## config.mk

```make
export PLATFORM = sky130hd
export DESIGN_NAME = seg_scan_driver
export DESIGN_NICKNAME = d
export VERILOG_FILES = /design/src/rtl/seg_scan_driver.sv
export SDC_FILE = /design/constraint.sdc
export NUM_CORES = 1
export LEC_CHECK = 0
export BUFFER_PORTS_ARGS = -buffer_cell sky130_fd_sc_hd__buf_2
export CORE_UTILIZATION = 25
export CTS_CLUSTER_SIZE = 14
export DETAILED_ROUTE_END_ITERATION = 6
export SLEW_MARGIN = 10
export SYNTH_ARGS = -nofsm -noshare
export SYNTH_HDL_FRONTEND = slang
export SYNTH_SLANG_ARGS = --single-unit
```

## constraint.sdc

```tcl
create_clock -name clk -period 1.96 [get_ports clk]
set_input_delay 0.392 -clock clk [delete_from_list [all_inputs] [get_ports clk]]
set_output_delay 0.392 -clock clk [all_outputs]
set_load 0.1 [all_outputs]
```

## src/rtl/seg_scan_driver.sv

```systemverilog
// seg_scan_driver: time-multiplexed driver for a 4-digit 7-segment display
// (MM:SS). Each scan slot shows one blank cycle and then the selected digit.
// Digits are captured into a snapshot once per frame so that a frame never
// mixes two time values. Segments and anodes are active-low and registered.
module seg_scan_driver (
  input  logic       clk,
  input  logic       rst,
  input  logic       scan_tick,
  input  logic       blink_tick,
  input  logic       adj,
  input  logic       sel,
  input  logic [3:0] d0,
  input  logic [2:0] d1,
  input  logic [3:0] d2,
  input  logic [2:0] d3,
  output logic [7:0] seg,
  output logic [3:0] an
);

  typedef enum logic {
    ST_BLANK = 1'b0,
    ST_DRIVE = 1'b1
  } state_t;

  localparam logic [6:0] GLYPH_DASH = 7'b0111111;

  // Decode one digit to active-low {g,f,e,d,c,b,a}. Values above max_val
  // cannot occur on a clock display and are shown as a dash.
  function automatic logic [6:0] f_decode(input logic [3:0] val, input logic [3:0] max_val);
    logic [6:0] g;
    g = GLYPH_DASH;
    if (val <= max_val) begin
      case (val)
        4'd0:    g = 7'b1000000;
        4'd1:    g = 7'b1111001;
        4'd2:    g = 7'b0100100;
        4'd3:    g = 7'b0110000;
        4'd4:    g = 7'b0011001;
        4'd5:    g = 7'b0010010;
        4'd6:    g = 7'b0000010;
        4'd7:    g = 7'b1111000;
        4'd8:    g = 7'b0000000;
        4'd9:    g = 7'b0010000;
        default: g = GLYPH_DASH;
      endcase
    end
    return g;
  endfunction

  state_t     r_state;
  state_t     w_state_next;
  logic [1:0] r_idx;
  logic [1:0] w_idx_next;
  logic       r_blink_phase;
  logic       w_blink_phase_next;
  logic [3:0] r_snap [4];
  logic       w_capture;
  logic [3:0] r_an;
  logic [3:0] w_an_next;
  logic [7:0] r_seg;
  logic [7:0] w_seg_next;
  logic [6:0] w_glyph [4];
  logic [3:0] w_digit_in [4];
  logic       w_blank_pos;
  logic       w_dp;

  // Tens inputs are 3 bits wide; widen them so every position shares one format.
  assign w_digit_in[0] = d0;
  assign w_digit_in[1] = {1'b0, d1};
  assign w_digit_in[2] = d2;
  assign w_digit_in[3] = {1'b0, d3};

  // Per-position decoders: odd positions are tens (0-5), even are ones (0-9).
  genvar gi;
  generate
    for (gi = 0; gi < 4; gi++) begin : g_dec
      localparam logic [3:0] MAX_VAL = ((gi % 2) == 1) ? 4'd5 : 4'd9;
      assign w_glyph[gi] = f_decode(r_snap[gi], MAX_VAL);
    end
  endgenerate

  // The position under the scan index is hidden while blinking its pair.
  assign w_blank_pos = adj & r_blink_phase & (r_idx[1] == sel);
  // Decimal point separates minutes from seconds, lit at position 2 only.
  assign w_dp        = (r_idx != 2'd2);

  // Sequencer next-state and output-register next values.
  always_comb begin
    w_state_next       = r_state;
    w_idx_next         = r_idx;
    w_an_next          = r_an;
    w_seg_next         = r_seg;
    w_capture          = 1'b0;
    w_blink_phase_next = r_blink_phase ^ blink_tick;
    if (scan_tick) begin
      w_idx_next   = r_idx + 2'd1;
      w_capture    = (r_idx == 2'd3);
      w_state_next = ST_BLANK;
      w_an_next    = 4'b1111;
    end else if (r_state == ST_BLANK) begin
      w_state_next = ST_DRIVE;
      w_an_next    = w_blank_pos ? 4'b1111 : ~(4'b0001 << r_idx);
      w_seg_next   = {w_dp, w_glyph[r_idx]};
    end
  end

  // State, index, blink phase and output registers with asynchronous reset.
  always_ff @(posedge clk or posedge rst) begin
    if (rst) begin
      r_state       <= ST_BLANK;
      r_idx         <= 2'd3;
      r_blink_phase <= 1'b0;
      r_an          <= 4'b1111;
      r_seg         <= 8'hFF;
    end else begin
      r_state       <= w_state_next;
      r_idx         <= w_idx_next;
      r_blink_phase <= w_blink_phase_next;
      r_an          <= w_an_next;
      r_seg         <= w_seg_next;
    end
  end

  // Frame snapshot, refreshed as the index wraps back to position 0.
  always_ff @(posedge clk or posedge rst) begin
    if (rst) begin
      for (int i = 0; i < 4; i++) begin
        r_snap[i] <= 4'd0;
      end
    end else if (w_capture) begin
      for (int i = 0; i < 4; i++) begin
        r_snap[i] <= w_digit_in[i];
      end
    end
  end

  assign an  = r_an;
  assign seg = r_seg;

endmodule

```

==> results of run 1 <==
-- stage by stage --
| step | cells | setup slack [ns] | hold WS [ns] | cell area, um2 |
|---|---|---|---|---|
| 3_5_place_dp | 336 | 0.166 | 0.482 | 2270 |
| 5_1_grt | 344 | 0.0304 | 0.213 | 2360 |
| 6_report | 344 | 0.187 | 0.179 | 2360 |
| 3_3_place_gp | 336 | 0.221 | 0.477 | 2270 |
| 2_1_floorplan | 207 | 0.317 | 0.443 | 2000 |
| 4_1_cts | 344 | 0.146 | 0.189 | 2360 |
-- routing by layer --
layer  track usage, %  vias to the layer above  wire, um
met1             13.8                      781      2060
met5                0                        -         0
li1                 -                      802         -
met2             19.0                       25      2180
met4             3.57                        0        69
met3             2.76                        8       131
-- how the worst max path moves through the flow --
stage	endpoint	slack [ns]
4_1_cts	seg[0]	0.15
3_3_place_gp	seg[5]	0.22
6_report	seg[5]	0.19
2_1_floorplan	seg[3]	0.32
5_1_grt	seg[0]	0.03
3_5_place_dp	seg[0]	0.17
-- kinds of logic after synthesis --
family / after synthesis / share of synthesized area (%)
mux: 15 / 8.45
flops: 30 / 38.4
fa+ha+maj: 22 / 13.8
buf+inv: 25 / 5.51
compound gates: 70 / 23.5
simple gates: 42 / 9.02
xor+xnor: 3 / 1.32
-- state kept, by name, summed over array words and instances (netlist names) --
| name | cells |
|---|---|
| r_state | 1 |
| seg | 8 |
| r_blink_phase | 1 |
| r_snap | 14 |
| r_idx | 2 |
| an | 4 |
-- cell usage after synthesis (all sizes together) --
master and instances:
o21ai 24, ha 22, nand2 18, nor2 17, dfrtp 16, inv 16
mux2 15, dfstp 14, a21oi 9, a211oi 8, buf 8, a221oi 5
a31oi 5, a21boi 4, nand3 4, a211o 3, o211ai 2, o21ba 2
o21bai 2, o31a 2, xor2 2, a2111oi 1, a21o 1, a221o 1
clkbuf 1, nor3 1, nor3b 1, o31ai 1, or2 1, xnor2 1
-- area by class of cell --
type,instances,share of cell area (%)
tap,102,5.41
timing repair buffer,36,8.16
inverter,16,2.54
sequential,30,32.5
multi-input combinational,152,47.5
clock inverter,1,0.212
clock buffer,7,3.66
-- worst max-delay path: cells and delay by family, from the launching register on --
kind	cells	cell delay, ns
AOI/OAI and AO/OA	4	0.89
adders and majority gates	1	0.19
DFF	1	0.43
buffers and inverters	1	0.13
and+or+nand+nor	1	0.05
==> results by group, run 1 <==
Finish
  – Most common cell after layout, fill and taps aside: buf_2
  – Final #Nets: 283
  – Commonest non-fill, non-tap cells in the layout: buf_2 (31), o21ai_0 (23), ha_1 (22), nand2_1 (18)
  – FF+latch area: 768 um2
  – Share of layout cells above drive strength 1: roughly a third
  – Syn-to-layout area delta: 18.2%
  – Number of fill cells in the layout: between 800 and 900
  – Final Core Density: 30.6%
  – Area of the multi-input gates: approximately 1100 um2
  – Inserted Diodes: 0

Clocking
  – Clock sinks: 30
  – TritonCTS buffer count: 5
  – CTS root buf: clkbuf_8
  – Post-CTS Setup Bufs: 0
  – Clock latency on the worst-skew pair: roughly 0.28 ns
  – Clock Path Buffers: 2
  – Post-CTS resize count: 0
  – Clock transition at path regs: ~0.060 ns
  – CTS tree: yes
  – H-Tree Depth: 2
  – CTS Hold Buffers Added: 0

STA
  – Setup_tns: 0 ns
  – Final Max Slew Viols: 0
  – Final setup viols: 0
  – Crit path time final: approximately 1.8 ns
  – Slew headroom: between 60% and 70%
  – Fmax: roughly 0.56 GHz
  – Clock skew: 0.00554 ns
  – RSZ-0062 raised after global routing: false
  – Fin crit share: 90.4%
  – Hold Vio Cnt, Final: 0
  – Worst-Margin Slew: around 0.50 ns

Global route
  – Initial antenna violation count: 0
  – Global-route wire length before repair: 7.45 mm
  – Gr ovfl total: 0
  – Number of global-route vias before repair: roughly 1,600
  – Pin count of the biggest net entering global routing: 31
  – Total Routing Usage GR: roughly 11%

Run
  – Max_cap viols: 0

Worst setup path
  – Critical Path Start: r_snap[13]
  – Arr. time, crit path: between 1.5 and 2 ns
  – Crit path largest cell delay: ~0.43 ns
  – CP required: 2.16 ns
  – Critical path cell sequence: inv_1 -> ha_1 -> nor2_1 -> o31a_1 -> a211o_1 -> a221oi_2 -> a211oi_1
  – Crit Path Class: reg2reg
  – Worst setup EP type: register
  – Worst reg2reg setup slack: around 0.19 ns
  – Type of origin of the critical path: register
  – Critical path's slowest cell: dfrtp_1
  – Peak fanout along the critical path: 6
  – Worst r2r dst: seg[5]
  – R2r startpoint: r_snap[13]
  – Reg2reg path depth: 7

Outcome
  – Status: complete, no violations

Yosys
  – Post-Syn Nets: around 250
  – Synth top area share: 20.0%
  – Yosys warning count: 0
  – Area contributors post-synth: dfrtp_1 (20%), dfstp_2 (18%), ha_1 (14%)
  – Post-synthesis sequential area ratio: between 30 and 40%
  – Cells after Synth: roughly 210
  – Yosys cell types: 38
  – Cell Area, Synth: about 2000 um2
  – Avg Inst Size Synth: roughly 9.7 um2
  – Synth area leader: dfrtp_1
  – Flops & latches, synth: 30

Die
  – Starting Density: 25.9%
  – Die height: about 91 um
  – Num rows: 32
  – Die area: ~8400 um2
  – Core ar.: between 7000 and 8000 um2
  – # IOs: 32
  – Die X: just over 90 um

Place
  – Buffers on Ports: 31
  – Final Wtd Congestion: roughly 0.86
  – Hpwl dp: approximately 3.4 mm

Route
  – Vias: approximately 1,600
  – Avg WL per Cell: roughly 13 um
  – Final ANT Viol Nets: 0
  – WL final: between 4 and 5 mm
  – Routed vias/inst: about 4.7
  – Drt drc: 0
  – Drt pass-1 iters: 4
  – DRT iter0 DRCs: between 60 and 70

Min path
  – Hold crit path type: in2async
Power of run 1 is left out: the tool's default activity adds up to more than one toggle a clock period on the data nets, which glitch-free logic cannot reach.
==> run 2, diff against run 1 <==
--- a/config.mk
+++ b/config.mk
@@ -7,8 +7,10 @@
 export LEC_CHECK = 0
 export BUFFER_PORTS_ARGS = -buffer_cell sky130_fd_sc_hd__buf_2
 export CORE_UTILIZATION = 25
+export CTS_BUF_LIST = sky130_fd_sc_hd__clkbuf_16
 export CTS_CLUSTER_SIZE = 14
 export DETAILED_ROUTE_END_ITERATION = 6
+export SKIP_CTS_REPAIR_TIMING = 1
 export SLEW_MARGIN = 10
 export SYNTH_ARGS = -nofsm -noshare
 export SYNTH_HDL_FRONTEND = slang
==> run 2 against run 1 <==
  * Sequential share of layout area down 0.63 points
  * Sequential cell count unchanged
  * Non-clock buffer count unchanged
  * Register-to-register slack about the same
  * Largest cell class unchanged
  * Worst hold slack better by 0.011 ns
  * Count of clock-buffer cells in the layout down 2
  * Clock skew down 0.0016 ns
==> results by group, run 2 (synthesis results as in run 1) <==
Outcome
  – Status: complete, no violations

Place
  – Buffers on Ports: 31 (unchanged)
  – Final Wtd Congestion: 0.859 (unchanged)
  – Hpwl dp: 3.38 mm (unchanged)

Clocking
  – CTS root buf: clkbuf_16
  – H-Tree Depth: 2 (unchanged)
  – Clock latency on the worst-skew pair: 0.27 ns (about the same)
  – Clock sinks: 30 (unchanged)
  – Clock transition at path regs: 0.05 ns (about the same)
  – TritonCTS buffer count: 5 (unchanged)
  – Clock Path Buffers: 2 (unchanged)
  – CTS tree: yes

Finish
  – Most common cell after layout, fill and taps aside: buf_2
  – Max reg flops: 14 (unchanged)
  – Inserted Diodes: 0 (unchanged)
  – Commonest non-fill, non-tap cells in the layout: buf_2 (31), o21ai_0 (23), ha_1 (22), nand2_1 (18)
  – Syn-to-layout area delta: 20.5%
  – Share of layout cells above drive strength 1: 31.8% (-0.41 points)
  – Top reg by flops: r_snap
  – Number of fill cells in the layout: 798 (-0.75%)
  – Final #Nets: 283 (unchanged)

Route
  – Final ANT Viol Nets: 0 (unchanged)
  – Vias: 1,625 (+0.56%)
  – Avg WL per Cell: 12.8 um (-0.50%)
  – WL final: 4.41 mm (-0.50%)
  – Drt pass-1 iters: 4 (unchanged)
  – Routed vias/inst: 4.72 (+0.56%)
  – Drt drc: 0 (unchanged)
  – DRT iter0 DRCs: 57 (-11%)

Global route
  – Initial antenna violation count: 0 (unchanged)
  – Total Routing Usage GR: 11.0% (-0.16 points)
  – Pin count of the biggest net entering global routing: 31 (unchanged)
  – Number of global-route vias before repair: 1,563 (-0.32%)
  – Global-route wire length before repair: 7.40 mm (-0.66%)
  – Gr ovfl total: 0 (unchanged)

STA
  – Hold Vio Cnt, Final: 0 (unchanged)
  – Slew headroom: 66.6% (about the same)
  – Fmax: 0.566 GHz (+0.41%)
  – RSZ-0062 raised after global routing: false
  – Fin crit share: 90.1% (-0.37 points)
  – Clock skew: 0.00389 ns (-0.00164 ns)
  – Crit path time final: 1.77 ns (-0.00720 ns)
  – Worst-Margin Slew: 0.505 ns (+0.00000119 ns)
  – Final Max Slew Viols: 0 (unchanged)
  – Setup_tns: 0 ns (unchanged)
  – Final setup viols: 0 (unchanged)

Run
  – Max_cap viols: 0 (unchanged)

Worst setup path
  – Crit Path Class: reg2reg
  – Arr. time, crit path: 1.95 ns (-0.02 ns)
  – CP required: 2.14 ns (-0.02 ns)
  – Worst setup EP type: register
  – Peak fanout along the critical path: 6 (unchanged)
  – Type of origin of the critical path: register

Die
  – Starting Density: 25.9% (unchanged)
  – Die area: 8350 um2 (unchanged)
  – # IOs: 32 (unchanged)
  – Die X: 91.4 um (unchanged)
  – Die height: 91.4 um (unchanged)
  – Core ar.: 7730 um2 (unchanged)
  – Num rows: 32 (unchanged)

Min path
  – Hold crit path type: in2async
==> run 2: area by class of cell <==
| type | instances | area, um2 | area share [%] |
|---|---|---|---|
| clock inverter | 3 | 12.5 | 0.520 |
| tap | 102 | 128 | 5.30 |
| sequential | 30 | 768 | 31.9 |
| clock buffer | 5 | 125 | 5.20 |
| inverter | 16 | 60.1 | 2.49 |
| timing repair buffer | 36 | 193 | 8.00 |
| multi-input combinational | 152 | 1120 | 46.6 |
==> run 2: metal layers <==
metal  global-route usage (%)  vias up  wire [um]
met3                     2.26        6        144
met2                     19.2       29       2170
li1                         -      804          -
met5                        0        -          0
met4                     3.57        0         50
met1                     13.6      786       2050
==> run 2: metrics by stage <==
step | utilization (%) | hold WS, ns | area, um2 | cells | setup slack [ns]
2_1_floorplan | - | 0.443 | 2000 | 207 | 0.317
6_report | 31.2 | 0.190 | 2410 | 344 | 0.194
4_1_cts | 31.1 | 0.207 | 2410 | 344 | 0.147
5_1_grt | 31.2 | 0.234 | 2410 | 344 | 0.0347
3_5_place_dp | 29.4 | 0.482 | 2270 | 336 | 0.166
3_3_place_gp | 29.4 | 0.477 | 2270 | 336 | 0.221
==> run 2: path summary, 6_finish.rpt <==
path / start / to / slack, ns / cells past startpoint
hold reg to reg: r_blink_phase / r_blink_phase / 0.49 / 1
min in group clk: blink_tick / r_blink_phase / 0.30 / 2
hold / removal: rst / r_state / 0.19 / 3
max in group asynchronous: rst / seg[4] / 1.45 / 3
setup / recovery: r_snap[13] / seg[5] / 0.19 / 7
setup reg to reg: r_snap[13] / seg[5] / 0.19 / 7
==> run 2: critical path, stage by stage (launching register included) <==
cell and delay [ns]:
dfrtp_1 0.43, inv_1 0.13, ha_1 0.19, nor2_1 0.05, o31a_1 0.28, a211o_1 0.34, a221oi_2 0.19, a211oi_1 0.08
Power of run 2 is left out for the same reason.
